`config.mk`:
```
export PLATFORM = sky130hd
export DESIGN_NAME = ipe_bfly
export DESIGN_NICKNAME = d
export VERILOG_FILES = /design/src/rtl/ipe_bfly.sv
export SDC_FILE = /design/constraint.sdc
export NUM_CORES = 2
export LEC_CHECK = 0
export ABC_AREA = 1
export BUFFER_PORTS_ARGS = -buffer_cell sky130_fd_sc_hd__buf_2
export CORE_AREA = 2 2 326 328
export CTS_CLUSTER_SIZE = 12
export DETAILED_ROUTE_END_ITERATION = 6
export DIE_AREA = 0 0 328 330
export PLACE_DENSITY = 0.69
export RECOVER_POWER = 25
export SYNTH_ARGS = -nofsm -noshare
export SYNTH_HDL_FRONTEND = slang
export SYNTH_SLANG_ARGS = --single-unit
```
`constraint.sdc`:
```
create_clock -name clk -period 8.5 [get_ports clk]
set_clock_uncertainty 0.2 [all_clocks]
set_input_delay 1.7 -clock clk [delete_from_list [all_inputs] [get_ports clk]]
set_output_delay 1.7 -clock clk [all_outputs]
set_load 0.02 [all_outputs]
```
`src/rtl/ipe_bfly.sv`:
```
// Pipelined inverse radix-2 butterfly: a = (y0 + y1*W)/2, b = (y0 - y1*W)/2.
// Sign-magnitude fixed point throughout, saturating, with per-sample and sticky overflow.
module ipe_bfly #(
  parameter int WL    = 16,
  parameter int FWL   = 10,
  parameter int SCALE = 1
) (
  input  logic          clk,
  input  logic          rst_n,
  input  logic          in_valid,
  output logic          in_ready,
  input  logic [WL-1:0] y0_r,
  input  logic [WL-1:0] y0_i,
  input  logic [WL-1:0] y1_r,
  input  logic [WL-1:0] y1_i,
  input  logic [WL-1:0] tw_r,
  input  logic [WL-1:0] tw_i,
  output logic          out_valid,
  input  logic          out_ready,
  output logic [WL-1:0] a_r,
  output logic [WL-1:0] a_i,
  output logic [WL-1:0] b_r,
  output logic [WL-1:0] b_i,
  output logic          ovf,
  output logic          ovf_sticky,
  input  logic          ovf_clr
);
  localparam int   STAGES = 3;
  localparam int   MW     = WL - 1;
  localparam int   PW     = 2 * WL - 2;
  localparam logic HALF   = (SCALE != 0);
  localparam logic [PW-1:0] MAXP = PW'({MW{1'b1}});
  localparam logic [WL:0]   MAXA = (WL + 1)'({MW{1'b1}});

  typedef logic [WL-1:0] sm_t;
  typedef struct packed { logic ovf; sm_t v; } smr_t;
  typedef struct packed { sm_t y0r, y0i, y1r, y1i, twr, twi; } s1_t;
  typedef struct packed { sm_t y0r, y0i, pr, pi; logic ovf; } s2_t;
  typedef struct packed { sm_t ar, ai, br, bi; logic ovf; } s3_t;

  // Zero magnitude always leaves a stage with a positive sign.
  function automatic sm_t nz(sm_t x);
    return (x[MW-1:0] == '0) ? '0 : x;
  endfunction

  function automatic smr_t sm_mul(sm_t x, sm_t y);
    logic [PW-1:0] p;
    smr_t r;
    p = (PW'(x[MW-1:0]) * PW'(y[MW-1:0])) >> FWL;
    r.ovf = (p > MAXP);
    r.v = {x[WL-1] ^ y[WL-1], r.ovf ? {MW{1'b1}} : p[MW-1:0]};
    r.v = nz(r.v);
    return r;
  endfunction

  function automatic smr_t sm_add(sm_t x, sm_t y, logic sub, logic half);
    logic [WL:0] mx, my, m;
    logic sx, sy, s;
    smr_t r;
    mx = (WL + 1)'(x[MW-1:0]);
    my = (WL + 1)'(y[MW-1:0]);
    sx = x[WL-1];
    sy = y[WL-1] ^ sub;
    if (sx == sy) begin
      m = mx + my; s = sx;
    end else if (mx >= my) begin
      m = mx - my; s = sx;
    end else begin
      m = my - mx; s = sy;
    end
    if (half) m = m >> 1;
    r.ovf = (m > MAXA);
    r.v = {s, r.ovf ? {MW{1'b1}} : m[MW-1:0]};
    r.v = nz(r.v);
    return r;
  endfunction

  logic [STAGES:1] vld_pipe;
  logic            en;
  s1_t             s1_d, s1_q;
  s2_t             s2_d, s2_q;
  s3_t             s3_d, s3_q;
  smr_t            m_rr, m_ii, m_ri, m_ir, p_r, p_i, o_ar, o_ai, o_br, o_bi;

  assign en        = !vld_pipe[STAGES] || out_ready;
  assign in_ready  = en;
  assign out_valid = vld_pipe[STAGES];

  always_comb begin
    s1_d.y0r = nz(y0_r);
    s1_d.y0i = nz(y0_i);
    s1_d.y1r = nz(y1_r);
    s1_d.y1i = nz(y1_i);
    s1_d.twr = nz(tw_r);
    s1_d.twi = nz(tw_i);
  end

  // p = y1 * W
  always_comb begin
    m_rr = sm_mul(s1_q.y1r, s1_q.twr);
    m_ii = sm_mul(s1_q.y1i, s1_q.twi);
    m_ri = sm_mul(s1_q.y1r, s1_q.twi);
    m_ir = sm_mul(s1_q.y1i, s1_q.twr);
    p_r  = sm_add(m_rr.v, m_ii.v, 1'b1, 1'b0);
    p_i  = sm_add(m_ri.v, m_ir.v, 1'b0, 1'b0);
    s2_d.y0r = s1_q.y0r;
    s2_d.y0i = s1_q.y0i;
    s2_d.pr  = p_r.v;
    s2_d.pi  = p_i.v;
    s2_d.ovf = m_rr.ovf | m_ii.ovf | m_ri.ovf | m_ir.ovf | p_r.ovf | p_i.ovf;
  end

  always_comb begin
    o_ar = sm_add(s2_q.y0r, s2_q.pr, 1'b0, HALF);
    o_ai = sm_add(s2_q.y0i, s2_q.pi, 1'b0, HALF);
    o_br = sm_add(s2_q.y0r, s2_q.pr, 1'b1, HALF);
    o_bi = sm_add(s2_q.y0i, s2_q.pi, 1'b1, HALF);
    s3_d.ar  = o_ar.v;
    s3_d.ai  = o_ai.v;
    s3_d.br  = o_br.v;
    s3_d.bi  = o_bi.v;
    s3_d.ovf = s2_q.ovf | o_ar.ovf | o_ai.ovf | o_br.ovf | o_bi.ovf;
  end

  // Single global enable: bubbles keep their slot while the output is stalled.
  always_ff @(posedge clk or negedge rst_n) begin
    if (!rst_n) begin
      vld_pipe <= '0;
      s1_q     <= '0;
      s2_q     <= '0;
      s3_q     <= '0;
    end else if (en) begin
      vld_pipe <= {vld_pipe[STAGES-1:1], in_valid};
      s1_q     <= s1_d;
      s2_q     <= s2_d;
      s3_q     <= s3_d;
    end
  end

  always_ff @(posedge clk or negedge rst_n) begin
    if (!rst_n)                                  ovf_sticky <= 1'b0;
    else if (out_valid && out_ready && s3_q.ovf) ovf_sticky <= 1'b1;
    else if (ovf_clr)                            ovf_sticky <= 1'b0;
  end

  assign a_r = s3_q.ar;
  assign a_i = s3_q.ai;
  assign b_r = s3_q.br;
  assign b_i = s3_q.bi;
  assign ovf = s3_q.ovf;

endmodule

```
==> impl_results.md <==
* First-pass GRT wire length at 270000 um
* CTS tree: built
* Final wirelength at around 170000 um
* YS warnings at 0
* Core Region at approximately 0.10 mm2
* CP Class: reg2reg
* Fmax achieved at between 0.1 and 0.15 GHz
* Top Family by Delay on Critical Path: adder cells
* Leading cell type in the layout, fill and taps excluded: nand2_1
* Sink Count at 230
* H-Tree Level Count at 1
* CP Launch Type: flip-flop
* Fin crit share at 101%
* Ports at around 170
* Critical Path Fanout Max at 8
* Fin crit period at 8.57 ns
* Vias at 49900
* Routed WL per cell at around 17 um
* GR Util met1 at between 40% and 50%
* Share of layout cells above drive strength 1 at between 20% and 30%
* Hold depth at 2
* CP arrival at between 8 and 9 ns
* CTS Buf Count at 30
* Gr ovfl total at 0
* Post-route setup slack at -0.0670 ns
* Final setup vio count at 2
* Die area at roughly 0.11 mm2
* Post-synth EDFFs at 0
* Worst Hold Class: reg2reg
* Slowest stage delay, CP at 0.61 ns
* First DRT Iteration DRCs at 3858
* Most used cell, CP: nand2_1
* Most used cells in the layout excluding fill and tap cells: nand2_1, inv_1, buf_4, fa_1, ha_1
* Crit path depth at 45
* Asr flop ratio synth at 100%
* Die Y at between 300 and 400 um
* Avg Synthesized Cell Area at ~7.0 um2
* Share of the synthesized area in the top cell type at between 20 and 30%
* Drt pass-1 iters at 7
* Largest net degree at the start of global routing at 100
* Overall routing resource usage at between 30% and 40%
* Final nets at approximately 9700
* CP Capture Type: flip-flop
* Layout area overhead at 24.3%
* RSZ-0062 raised after global routing: true
* DRC errors left at 4
* Row count at approximately 120
* GPL Wtd Cong at slightly below 1
* Post-synthesis sequential area ratio at around 11%
* Clock Tree Buf Depth at 3
* Grt met3 use at under 10%
* Synth Flop Type: dfrtp_1
* IO buf count at between 150 and 200
* Starting Density at 49.8%
* FF+latch count, synth at 230
* Drt via density at 5.12
* CTS Hold Bufs at 0
* Placed Instances at slightly below 10000
* Root buf cell: clkbuf_16
* Max-Cap Viols at 1
* GR peak layer: met2
* Antenna viol nets, final at 0
* Cells on worst reg2reg path at 45
* Required time worst endpoint at roughly 8.8 ns
* Top post-synthesis cells by area: fa_1, nand2_1, ha_1
* Netlist Area Pre-Place at 0.0521 mm2
* Buffers and inverters on the worst path at 12
* # diodes at 0
* Initial antenna violation count at 3
* Post-Layout Cell Count at about 10000
* Vias in the first global route at approximately 51000
* M2 GR Usage at around 51%
* Post-DP HPWL at between 100000 and 150000 um
* Max_slew headroom at -327%
* Pre-CTS setup slack at -0.576 ns
* Unique masters post-synth at 60
* Fin. max-slew vios at slightly below 100
* Violated checks: DRC, capacitance limit, slew limit, setup timing
* Hold Fails Final Rpt at 0
* Status: finished, violations left
* Max stage delay cell, worst path: fa_2
* Leading area contributor after synthesis: fa_1
* Post-Syn Instances at about 7500
* Worst-margin pin slew at 6.41 ns
* Die span in x at roughly 330 um
* Clock Latency Late Sink at about 0.66 ns
* Post-synth net total at around 9000
* CTS clock-pin slew for the worst setup and hold paths at about 0.060 ns
==> final timing paths <==
check,to,startpoint,slack (ns)
max reg2reg,s2_q[16],s1_q[53],-0.07
min,s2_q[45],s1_q[76],0.27
max,s2_q[16],s1_q[53],-0.07
min in group asynchronous,s1_q[56],rst_n,3.26
min reg2reg,s2_q[45],s1_q[76],0.27
max in group asynchronous,s1_q[0],rst_n,0.78
==> layer usage <==
metal / share of wire, % / wire length, um
met1: 44 / 73700
met4: 4.4 / 7380
met5: 0.012 / 20
met2: 45 / 77000
met3: 6.7 / 11300
==> flip-flops by register name, summed over array words and instances, names as in the netlist <==
register	count
a_i	16
s2_q	65
ovf	1
ovf_sticky	1
vld_pipe	3
a_r	16
b_r	16
b_i	16
s1_q	96
==> Yosys cell counts, types with 22 or more instances <==
library cell	instances
inv_1	1808
o21bai_1	30
buf_2	29
nand2_1	2268
nand3_1	167
nand3b_1	30
dfrtp_1	230
nand2_2	22
ha_1	544
a21oi_1	285
clkbuf_1	254
nor3_1	36
fa_1	676
o21ai_1	27
xnor2_1	29
xor2_1	122
o21ai_0	240
nor4_1	35
o211ai_1	39
nor2_1	337
nand4_1	39
==> logic make-up after synthesis <==
| kind of cell | count (synthesis) | share of synthesized area (%) |
|---|---|---|
| AO/OA/AOI/OAI | 743 | 8.16 |
| XOR/XNOR | 151 | 2.54 |
| adder cells (fa/ha/maj) | 1220 | 39.0 |
| buffers and inverters | 2142 | 15.7 |
| flip-flops | 230 | 11.0 |
| multiplexers | 8 | 0.154 |
| AND/OR/NAND/NOR | 3001 | 23.4 |
==> metrics by stage <==
| step | area (um2) | setup TNS [ns] | hold slack (ns) | utilization (%) |
|---|---|---|---|---|
| finish | 64800 | -0.0741 | 0.272 | 61.9 |
| global route | 64800 | -16.35 | 0.290 | 61.9 |
| CTS | 62300 | -0.0163 | 0.262 | 59.5 |
| detailed placement | 60400 | -11.98 | 0.261 | 57.7 |
| global placement | 60400 | -9.34 | 0.253 | 57.7 |
| floorplan | 52100 | 0 | 0.240 | - |
==> worst register-to-register path: cells and delay by family (launching register included) <==
kind            cells  cell delay (ns)
fa+ha+maj           8             3.50
simple gates       19             1.77
xor+xnor            2             0.40
flops               1             0.43
buf+inv            12             1.31
compound gates      4             0.84
==> repair_timing <==
item / in CTS / in global routing
cloned: 3 / 4
pin swaps: 37 / 108
setup endpoints to repair: 33 / 33
setup buffers: 22 / 53
gates resized for setup: 175 / 533
==> layout make-up <==
type	instances	area, um2
Clock buffer	38	811
Clock inverter	18	243
Fill cell	9415	39900
Inverter	1837	6940
Multi-Input combinational cell	5123	40600
Sequential cell	230	5790
Tap cell	1391	1740
Timing Repair Buffer	1109	8680
Timing Repair inverter	3	26.3
Power is not shown: default switching activity piles up to over one toggle a cycle in this logic, so the estimate is an artifact.
